$ cat config.mk
export PLATFORM = sky130hd
export DESIGN_NAME = dmem_arbiter_flat
export DESIGN_NICKNAME = d
export VERILOG_FILES = /design/src/rtl/dmem_arbiter_if.sv /design/src/rtl/dmem_arbiter.sv /design/src/flat_wrapper.sv
export SDC_FILE = /design/constraint.sdc
export NUM_CORES = 1
export LEC_CHECK = 0
export BUFFER_PORTS_ARGS = -buffer_cell sky130_fd_sc_hd__clkbuf_2
export CORE_AREA = 2 2 120 122
export CTS_CLUSTER_DIAMETER = 120
export CTS_CLUSTER_SIZE = 40
export DETAILED_ROUTE_END_ITERATION = 10
export DIE_AREA = 0 0 122 124
export HOLD_SLACK_MARGIN = 0.02
export PLACE_DENSITY_LB_ADDON = 0.12
export REMOVE_ABC_BUFFERS = 1
export SLEW_MARGIN = 5
export SYNTH_ARGS = -nofsm -noshare
export SYNTH_HDL_FRONTEND = slang
export SYNTH_SLANG_ARGS = --single-unit
$ cat constraint.sdc
create_clock -name clock -period 4.85 [get_ports clock]
set_clock_uncertainty 0.1 [all_clocks]
set_input_delay 1.2125 -clock clock [delete_from_list [all_inputs] [get_ports clock]]
set_output_delay 1.2125 -clock clock [all_outputs]
set_load 0.02 [all_outputs]
$ cat src/rtl/dmem_arbiter_if.sv
// Request/response bundle between the two data-memory masters, the arbiter
// and the single data-memory port.
interface dmem_arbiter_if #(
   parameter int ADDR_WIDTH = 32,
   parameter int DATA_WIDTH = 32
);
   logic                  m0_req;
   logic                  m0_we;
   logic [ADDR_WIDTH-1:0] m0_addr;
   logic [DATA_WIDTH-1:0] m0_wdata;
   logic [2:0]            m0_op;
   logic                  m0_ack;
   logic [DATA_WIDTH-1:0] m0_rdata;

   logic                  m1_req;
   logic                  m1_we;
   logic [ADDR_WIDTH-1:0] m1_addr;
   logic [DATA_WIDTH-1:0] m1_wdata;
   logic [2:0]            m1_op;
   logic                  m1_ack;
   logic [DATA_WIDTH-1:0] m1_rdata;

   logic [ADDR_WIDTH-1:0] mem_addr;
   logic [DATA_WIDTH-1:0] mem_wdata;
   logic [2:0]            mem_op;
   logic                  mem_we;
   logic                  mem_re;
   logic [DATA_WIDTH-1:0] mem_rdata;

   logic                  busy;
   logic                  owner;

   // Requesters plus the memory model.
   modport master (
      output m0_req, m0_we, m0_addr, m0_wdata, m0_op,
      input  m0_ack, m0_rdata,
      output m1_req, m1_we, m1_addr, m1_wdata, m1_op,
      input  m1_ack, m1_rdata,
      input  mem_addr, mem_wdata, mem_op, mem_we, mem_re,
      output mem_rdata,
      input  busy, owner
   );

   // The arbiter itself.
   modport slave (
      input  m0_req, m0_we, m0_addr, m0_wdata, m0_op,
      output m0_ack, m0_rdata,
      input  m1_req, m1_we, m1_addr, m1_wdata, m1_op,
      output m1_ack, m1_rdata,
      output mem_addr, mem_wdata, mem_op, mem_we, mem_re,
      input  mem_rdata,
      output busy, owner
   );
endinterface

$ cat src/rtl/dmem_arbiter.sv
// Round-robin arbiter sharing one data-memory port between the CPU load/store
// unit (master 0) and the VGA DMA copy engine (master 1), one transaction at a time.
module dmem_arbiter #(
   parameter int ADDR_WIDTH = 32,
   parameter int DATA_WIDTH = 32,
   parameter int READ_LAT   = 1
) (
   input  logic          clock,
   input  logic          reset,
   dmem_arbiter_if.slave bus
);

   typedef enum logic [1:0] {
      ST_IDLE  = 2'd0,
      ST_ISSUE = 2'd1,
      ST_WAIT  = 2'd2,
      ST_DONE  = 2'd3
   } state_t;

   // WAIT lasts READ_LAT cycles; the counter reaches zero in the last one.
   localparam logic [1:0] LP_WAIT_INIT = 2'(READ_LAT - 1);

   state_t                r_state;
   state_t                w_state_nxt;
   logic                  r_busy;
   logic                  r_owner;
   logic                  r_rr_last;
   logic                  r_we;
   logic [ADDR_WIDTH-1:0] r_addr;
   logic [DATA_WIDTH-1:0] r_wdata;
   logic [2:0]            r_op;
   logic [DATA_WIDTH-1:0] r_rdata;
   logic [1:0]            r_wait_cnt;

   logic                  w_grant_vld;
   logic                  w_grant_id;
   logic                  w_mem_we;
   logic                  w_mem_re;
   logic                  w_ack0;
   logic                  w_ack1;

   // A tie goes to the master that did not win last time.
   always_comb begin
      w_grant_vld = bus.m0_req | bus.m1_req;
      w_grant_id  = 1'b0;
      if (bus.m0_req && bus.m1_req) begin
         w_grant_id = ~r_rr_last;
      end else if (bus.m1_req) begin
         w_grant_id = 1'b1;
      end
   end

   always_ff @(posedge clock or posedge reset) begin
      if (reset) begin
         r_state <= ST_IDLE;
         r_busy  <= 1'b0;
      end else begin
         r_state <= w_state_nxt;
         r_busy  <= (w_state_nxt != ST_IDLE);
      end
   end

   always_comb begin
      w_state_nxt = r_state;
      w_mem_we    = 1'b0;
      w_mem_re    = 1'b0;
      w_ack0      = 1'b0;
      w_ack1      = 1'b0;
      unique case (r_state)
         ST_IDLE: begin
            if (w_grant_vld) begin
               w_state_nxt = ST_ISSUE;
            end
         end
         ST_ISSUE: begin
            w_mem_we    = r_we;
            w_mem_re    = ~r_we;
            w_state_nxt = r_we ? ST_DONE : ST_WAIT;
         end
         ST_WAIT: begin
            if (r_wait_cnt == 2'd0) begin
               w_state_nxt = ST_DONE;
            end
         end
         ST_DONE: begin
            w_ack0      = ~r_owner;
            w_ack1      = r_owner;
            w_state_nxt = ST_IDLE;
         end
         default: w_state_nxt = ST_IDLE;
      endcase
   end

   // Transaction latch: fields are taken only at the IDLE sampling edge.
   always_ff @(posedge clock or posedge reset) begin
      if (reset) begin
         r_owner <= 1'b0;
         r_we    <= 1'b0;
         r_addr  <= '0;
         r_wdata <= '0;
         r_op    <= '0;
      end else if (r_state == ST_IDLE && w_grant_vld) begin
         r_owner <= w_grant_id;
         r_we    <= w_grant_id ? bus.m1_we    : bus.m0_we;
         r_addr  <= w_grant_id ? bus.m1_addr  : bus.m0_addr;
         r_wdata <= w_grant_id ? bus.m1_wdata : bus.m0_wdata;
         r_op    <= w_grant_id ? bus.m1_op    : bus.m0_op;
      end
   end

   always_ff @(posedge clock or posedge reset) begin
      if (reset) begin
         r_wait_cnt <= 2'd0;
         r_rdata    <= '0;
         r_rr_last  <= 1'b1;
      end else begin
         if (r_state == ST_ISSUE) begin
            r_wait_cnt <= LP_WAIT_INIT;
         end else if (r_state == ST_WAIT && r_wait_cnt != 2'd0) begin
            r_wait_cnt <= r_wait_cnt - 2'd1;
         end
         if (r_state == ST_WAIT && r_wait_cnt == 2'd0) begin
            r_rdata <= bus.mem_rdata;
         end
         if (r_state == ST_DONE) begin
            r_rr_last <= r_owner;
         end
      end
   end

   assign bus.mem_addr  = r_addr;
   assign bus.mem_wdata = r_wdata;
   assign bus.mem_op    = r_op;
   assign bus.mem_we    = w_mem_we;
   assign bus.mem_re    = w_mem_re;
   assign bus.m0_ack    = w_ack0;
   assign bus.m1_ack    = w_ack1;
   // Both masters see the captured word; it is meaningful only with their ack.
   assign bus.m0_rdata  = r_rdata;
   assign bus.m1_rdata  = r_rdata;
   assign bus.busy      = r_busy;
   assign bus.owner     = r_owner;

endmodule

$ cat src/flat_wrapper.sv
// flat-port wrapper written by rule: the top's interface ports become plain ports
module dmem_arbiter_flat 
#(
   parameter int ADDR_WIDTH = 32,
   parameter int DATA_WIDTH = 32,
   parameter int READ_LAT   = 1
)
  (clock, reset, bus_m0_req, bus_m0_we, bus_m0_addr, bus_m0_wdata, bus_m0_op, bus_m0_ack, bus_m0_rdata, bus_m1_req, bus_m1_we, bus_m1_addr, bus_m1_wdata, bus_m1_op, bus_m1_ack, bus_m1_rdata, bus_mem_addr, bus_mem_wdata, bus_mem_op, bus_mem_we, bus_mem_re, bus_mem_rdata, bus_busy, bus_owner);
  dmem_arbiter_if #(.ADDR_WIDTH(ADDR_WIDTH), .DATA_WIDTH(DATA_WIDTH)) bus_i ();
  input  logic clock;
  input  logic reset;
  input wire logic [$bits(bus_i.m0_req)-1:0] bus_m0_req;
  input wire logic [$bits(bus_i.m0_we)-1:0] bus_m0_we;
  input wire logic [$bits(bus_i.m0_addr)-1:0] bus_m0_addr;
  input wire logic [$bits(bus_i.m0_wdata)-1:0] bus_m0_wdata;
  input wire logic [$bits(bus_i.m0_op)-1:0] bus_m0_op;
  output wire logic [$bits(bus_i.m0_ack)-1:0] bus_m0_ack;
  output wire logic [$bits(bus_i.m0_rdata)-1:0] bus_m0_rdata;
  input wire logic [$bits(bus_i.m1_req)-1:0] bus_m1_req;
  input wire logic [$bits(bus_i.m1_we)-1:0] bus_m1_we;
  input wire logic [$bits(bus_i.m1_addr)-1:0] bus_m1_addr;
  input wire logic [$bits(bus_i.m1_wdata)-1:0] bus_m1_wdata;
  input wire logic [$bits(bus_i.m1_op)-1:0] bus_m1_op;
  output wire logic [$bits(bus_i.m1_ack)-1:0] bus_m1_ack;
  output wire logic [$bits(bus_i.m1_rdata)-1:0] bus_m1_rdata;
  output wire logic [$bits(bus_i.mem_addr)-1:0] bus_mem_addr;
  output wire logic [$bits(bus_i.mem_wdata)-1:0] bus_mem_wdata;
  output wire logic [$bits(bus_i.mem_op)-1:0] bus_mem_op;
  output wire logic [$bits(bus_i.mem_we)-1:0] bus_mem_we;
  output wire logic [$bits(bus_i.mem_re)-1:0] bus_mem_re;
  input wire logic [$bits(bus_i.mem_rdata)-1:0] bus_mem_rdata;
  output wire logic [$bits(bus_i.busy)-1:0] bus_busy;
  output wire logic [$bits(bus_i.owner)-1:0] bus_owner;
  assign bus_i.m0_req = bus_m0_req;
  assign bus_i.m0_we = bus_m0_we;
  assign bus_i.m0_addr = bus_m0_addr;
  assign bus_i.m0_wdata = bus_m0_wdata;
  assign bus_i.m0_op = bus_m0_op;
  assign bus_m0_ack = bus_i.m0_ack;
  assign bus_m0_rdata = bus_i.m0_rdata;
  assign bus_i.m1_req = bus_m1_req;
  assign bus_i.m1_we = bus_m1_we;
  assign bus_i.m1_addr = bus_m1_addr;
  assign bus_i.m1_wdata = bus_m1_wdata;
  assign bus_i.m1_op = bus_m1_op;
  assign bus_m1_ack = bus_i.m1_ack;
  assign bus_m1_rdata = bus_i.m1_rdata;
  assign bus_mem_addr = bus_i.mem_addr;
  assign bus_mem_wdata = bus_i.mem_wdata;
  assign bus_mem_op = bus_i.mem_op;
  assign bus_mem_we = bus_i.mem_we;
  assign bus_mem_re = bus_i.mem_re;
  assign bus_i.mem_rdata = bus_mem_rdata;
  assign bus_busy = bus_i.busy;
  assign bus_owner = bus_i.owner;
  dmem_arbiter #(.ADDR_WIDTH(ADDR_WIDTH), .DATA_WIDTH(DATA_WIDTH), .READ_LAT(READ_LAT)) u_core (.clock(clock), .reset(reset), .bus(bus_i));
endmodule
==> out/metrics.yaml <==
die:
  initial_core_util: 0.356
  die_x_um: 122
  ios: 309
  num_rows: 43
  die_area_sq_mm: 0.0151
  coreArea_sq_mm: 0.0137
  dieHeight_um: 124
pwr:
  power.leakage_nw: 3.43
  max-vdd-ir-drop_uv: 275
  swShare: 0.455
  power_density_mw_per_mm2: 725
  power.total_mw: 4.77
  pwr-share-clk: 0.143
  combPwrFrac: 0.515
  internal-power_mw: 2.60
  seqPwrFrac: 0.342
  switchingPower_mw: 2.17
min_path:
  worstHoldEndpoint: "u_core.bus.mem_wdata[20]"
  min_path_cells: 2
  hp-class: "register to register"
  hp-start: "u_core.bus.mem_wdata[20]"
placed_design:
  place_ws_ns: 1.74
  port_buffers: 308
  dp.cells: 937
  globalplace.congestion: 0.758
  dp_hpwl_um: 10700
yosys:
  synth_top_cell_area_share: 0.543
  synthTopCellsByArea: "dfrtp_1 (54%), a21oi_1 (14%), mux2_2 (7.6%), buf_4 (5.8%), nor2_1 (5.5%)"
  synthAdderAreaFrac: 0.0154
  synth-seq-area-share: 0.548
  avgSynthCellArea_sq_um: 9.64
  synth-simple-area-share: 0.115
  synth_compound_area_frac: 0.156
  yosys.cell_types.count: 25
  syn_inst: 507
  synth_top_family_by_area: "compound AO/OA/AOI/OAI gates"
  yosysWarnings: 0
  synthMuxAreaShare: 0.0760
  synth_xor_area_frac: 0.00179
  yosysTopAreaCell: "dfrtp_1"
  synth-seq-cells: 107
  synth_area_sq_mm: 0.00489
setup_path:
  worst-r2r-cell-count: 6
  critPathRequiredTime_ns: 3.54
  crit_fanout: 5
  r2r-start: "u_core.r_state[0]"
  worstSetupStartpointType: "register"
  worst-setup-path-type: "register to output pin"
  critical_path_arrival_ns: 1.45
  end_kind: "output pin"
  r2r-end: "u_core.bus.mem_op[1]"
  regToRegSetupSlack_ns: 2.51
clock_network:
  cts_hold_buf: 0
  post_cts_buffers: 0
  numCtsBuffers: 9
  cts_resized: 0
  cts_tree: "yes"
  cts_max_level: 3
  clk_pin_slew_ns: 0.06
  insertion_delay_ns: 0.34
  clockBufferDepth: 2
  root_buffer: "clkbuf_16"
  clkSinkCount: 107
finish:
  drive_gt1_frac: 0.477
  diodes: 0
  multi_input_area_sq_mm: 0.00179
  final_util: 0.480
  area_growth_pct: 34.6
  final_nets: 946
  seq_area_sq_mm: 0.00268
  instances_no_fill: 951
  num-fill-cells: 1369
route:
  vias: 4546
  routed_wl_um: 14500
  drt_pass1_iterations: 4
  dr.first_iter.drc_count: 151
  viasPerCell: 4.78
  ant_nets: 0
  drc: 0
  drt-wirelength-per-cell_um: 15.2
global_routing:
  track_usage: 0.186
  grt_overflow: 0
  antenna_found_initial: 0
  grt_pass1_wl_um: 21900
  grt_start_max_net_pins: 70
  grt_pass1_vias: 4443
job:
  maxCapViolCount: 0
timing:
  rsz0062_at_grt: "false"
  finalHoldViolations: 0
  final.setup.worst_slack_ns: 2.09
  finalSetupViolations: 0
  fin_crit_ns: 2.76
  final_max_slew_viol_count: 0
  worstMarginPinSlew_ns: 0.927
  final.setup.tns_ns: 0
  slew-limit-headroom: 0.380
  fmax_ghz: 0.362
  fin_crit_sh: 0.569
run_status:
  status: "complete, no violations"
flip-flops by register name (all words and copies together) (netlist names):
| name | flops |
|---|---|
| u_core.bus.busy | 1 |
| u_core.bus.m0_rdata | 32 |
| u_core.bus.mem_addr | 32 |
| u_core.bus.mem_op | 3 |
| u_core.bus.mem_wdata | 32 |
| u_core.bus.owner | 1 |
| u_core.r_rr_last | 1 |
| u_core.r_state | 2 |
| u_core.r_wait_cnt | 2 |
| u_core.r_we | 1 |
power groups by stage:
stage,Clock (mW),Combinational [mW],Sequential (mW)
floorplan,0,0.881,2.32
global placement,0,2.46,1.63
detailed placement,0,2.49,1.64
CTS,0.706,2.49,1.64
global route,0.737,2.70,1.70
finish,0.682,2.46,1.63
layer usage:
layer | track usage | vias to the layer above | wire length [um]
li1 | - | 2175 | -
met1 | 0.215 | 2138 | 5510
met2 | 0.326 | 212 | 7370
met3 | 0.0531 | 21 | 1280
met4 | 0.0733 | 0 | 337
met5 | 0 | - | 0
critical path: stages (launching register included):
cell and delay, ns:
dfrtp_1 0.40, inv_1 0.10, ha_1 0.24, nor2b_1 0.18
clkbuf_2 0.19
kinds of logic after synthesis:
logic type	after synthesis
compound gates	145
xor+xnor	1
fa+ha+maj	6
buf+inv	69
flops	107
mux	33
simple gates	146
cell type report:
cell class,instances,area share
well taps,180,0.0342
clock inverters,3,0.00228
flip-flops and latches,107,0.407
multi-input cells,331,0.272
repair buffers,314,0.243
clock buffers,11,0.0384
inverters,5,0.00323
cells in the mapped netlist:
library cell and number:
a21boi_4 1, nor2b_1 3, a21oi_1 137, buf_6 1, xnor2_1 1, nor2_1 71, o21ai_2 1, buf_2 17
a32oi_1 1, dfstp_2 1, clkbuf_1 5, buf_4 38, o21a_1 1, a22o_1 1, inv_1 5, ha_1 6
and2_1 2, or2_2 1, dfrtp_1 106, a21bo_2 1, a211oi_1 1, o21ai_0 1, mux2_2 33, nand2_1 69
buf_1 3
how the worst max path moves through the flow:
stage,endpoint,slack [ns],start,depth (start not counted)
after global placement,u_core.bus.mem_wdata[22],1.79,bus_m0_req,5
after global routing,u_core.bus.mem_op[0],1.96,bus_m0_req,5
final,bus_mem_re,2.09,u_core.r_state[1],4
after detailed placement,u_core.bus.mem_wdata[26],1.74,bus_m0_req,5
after CTS,bus_mem_re,2.06,u_core.r_state[1],4
after floorplan,u_core.bus.busy,0.72,reset,1
through the flow:
stage | cell area [sq um] | hold slack (ns)
after global routing | 6580 | 0.452
after global placement | 6310 | 0.408
after detailed placement | 6310 | 0.419
final | 6580 | 0.424
after CTS | 6580 | 0.434
after floorplan | 4480 | 0.410
placed cells by master, fill, tap and decap left out, drive strengths merged, types with 2 or more instances in the layout:
| cell type | Yosys | final |
|---|---|---|
| a21oi | 137 | 137 |
| and2 | 2 | 2 |
| buf | 59 | 6 |
| clkbuf | 5 | 319 |
| clkinv | 0 | 3 |
| dfrtp | 106 | 106 |
| ha | 6 | 6 |
| inv | 5 | 5 |
| mux2 | 33 | 33 |
| nand2 | 69 | 69 |
| nor2 | 71 | 71 |
| nor2b | 3 | 3 |
| o21ai | 2 | 2 |
No activity file was read; power rests on OpenSTA's default activity.
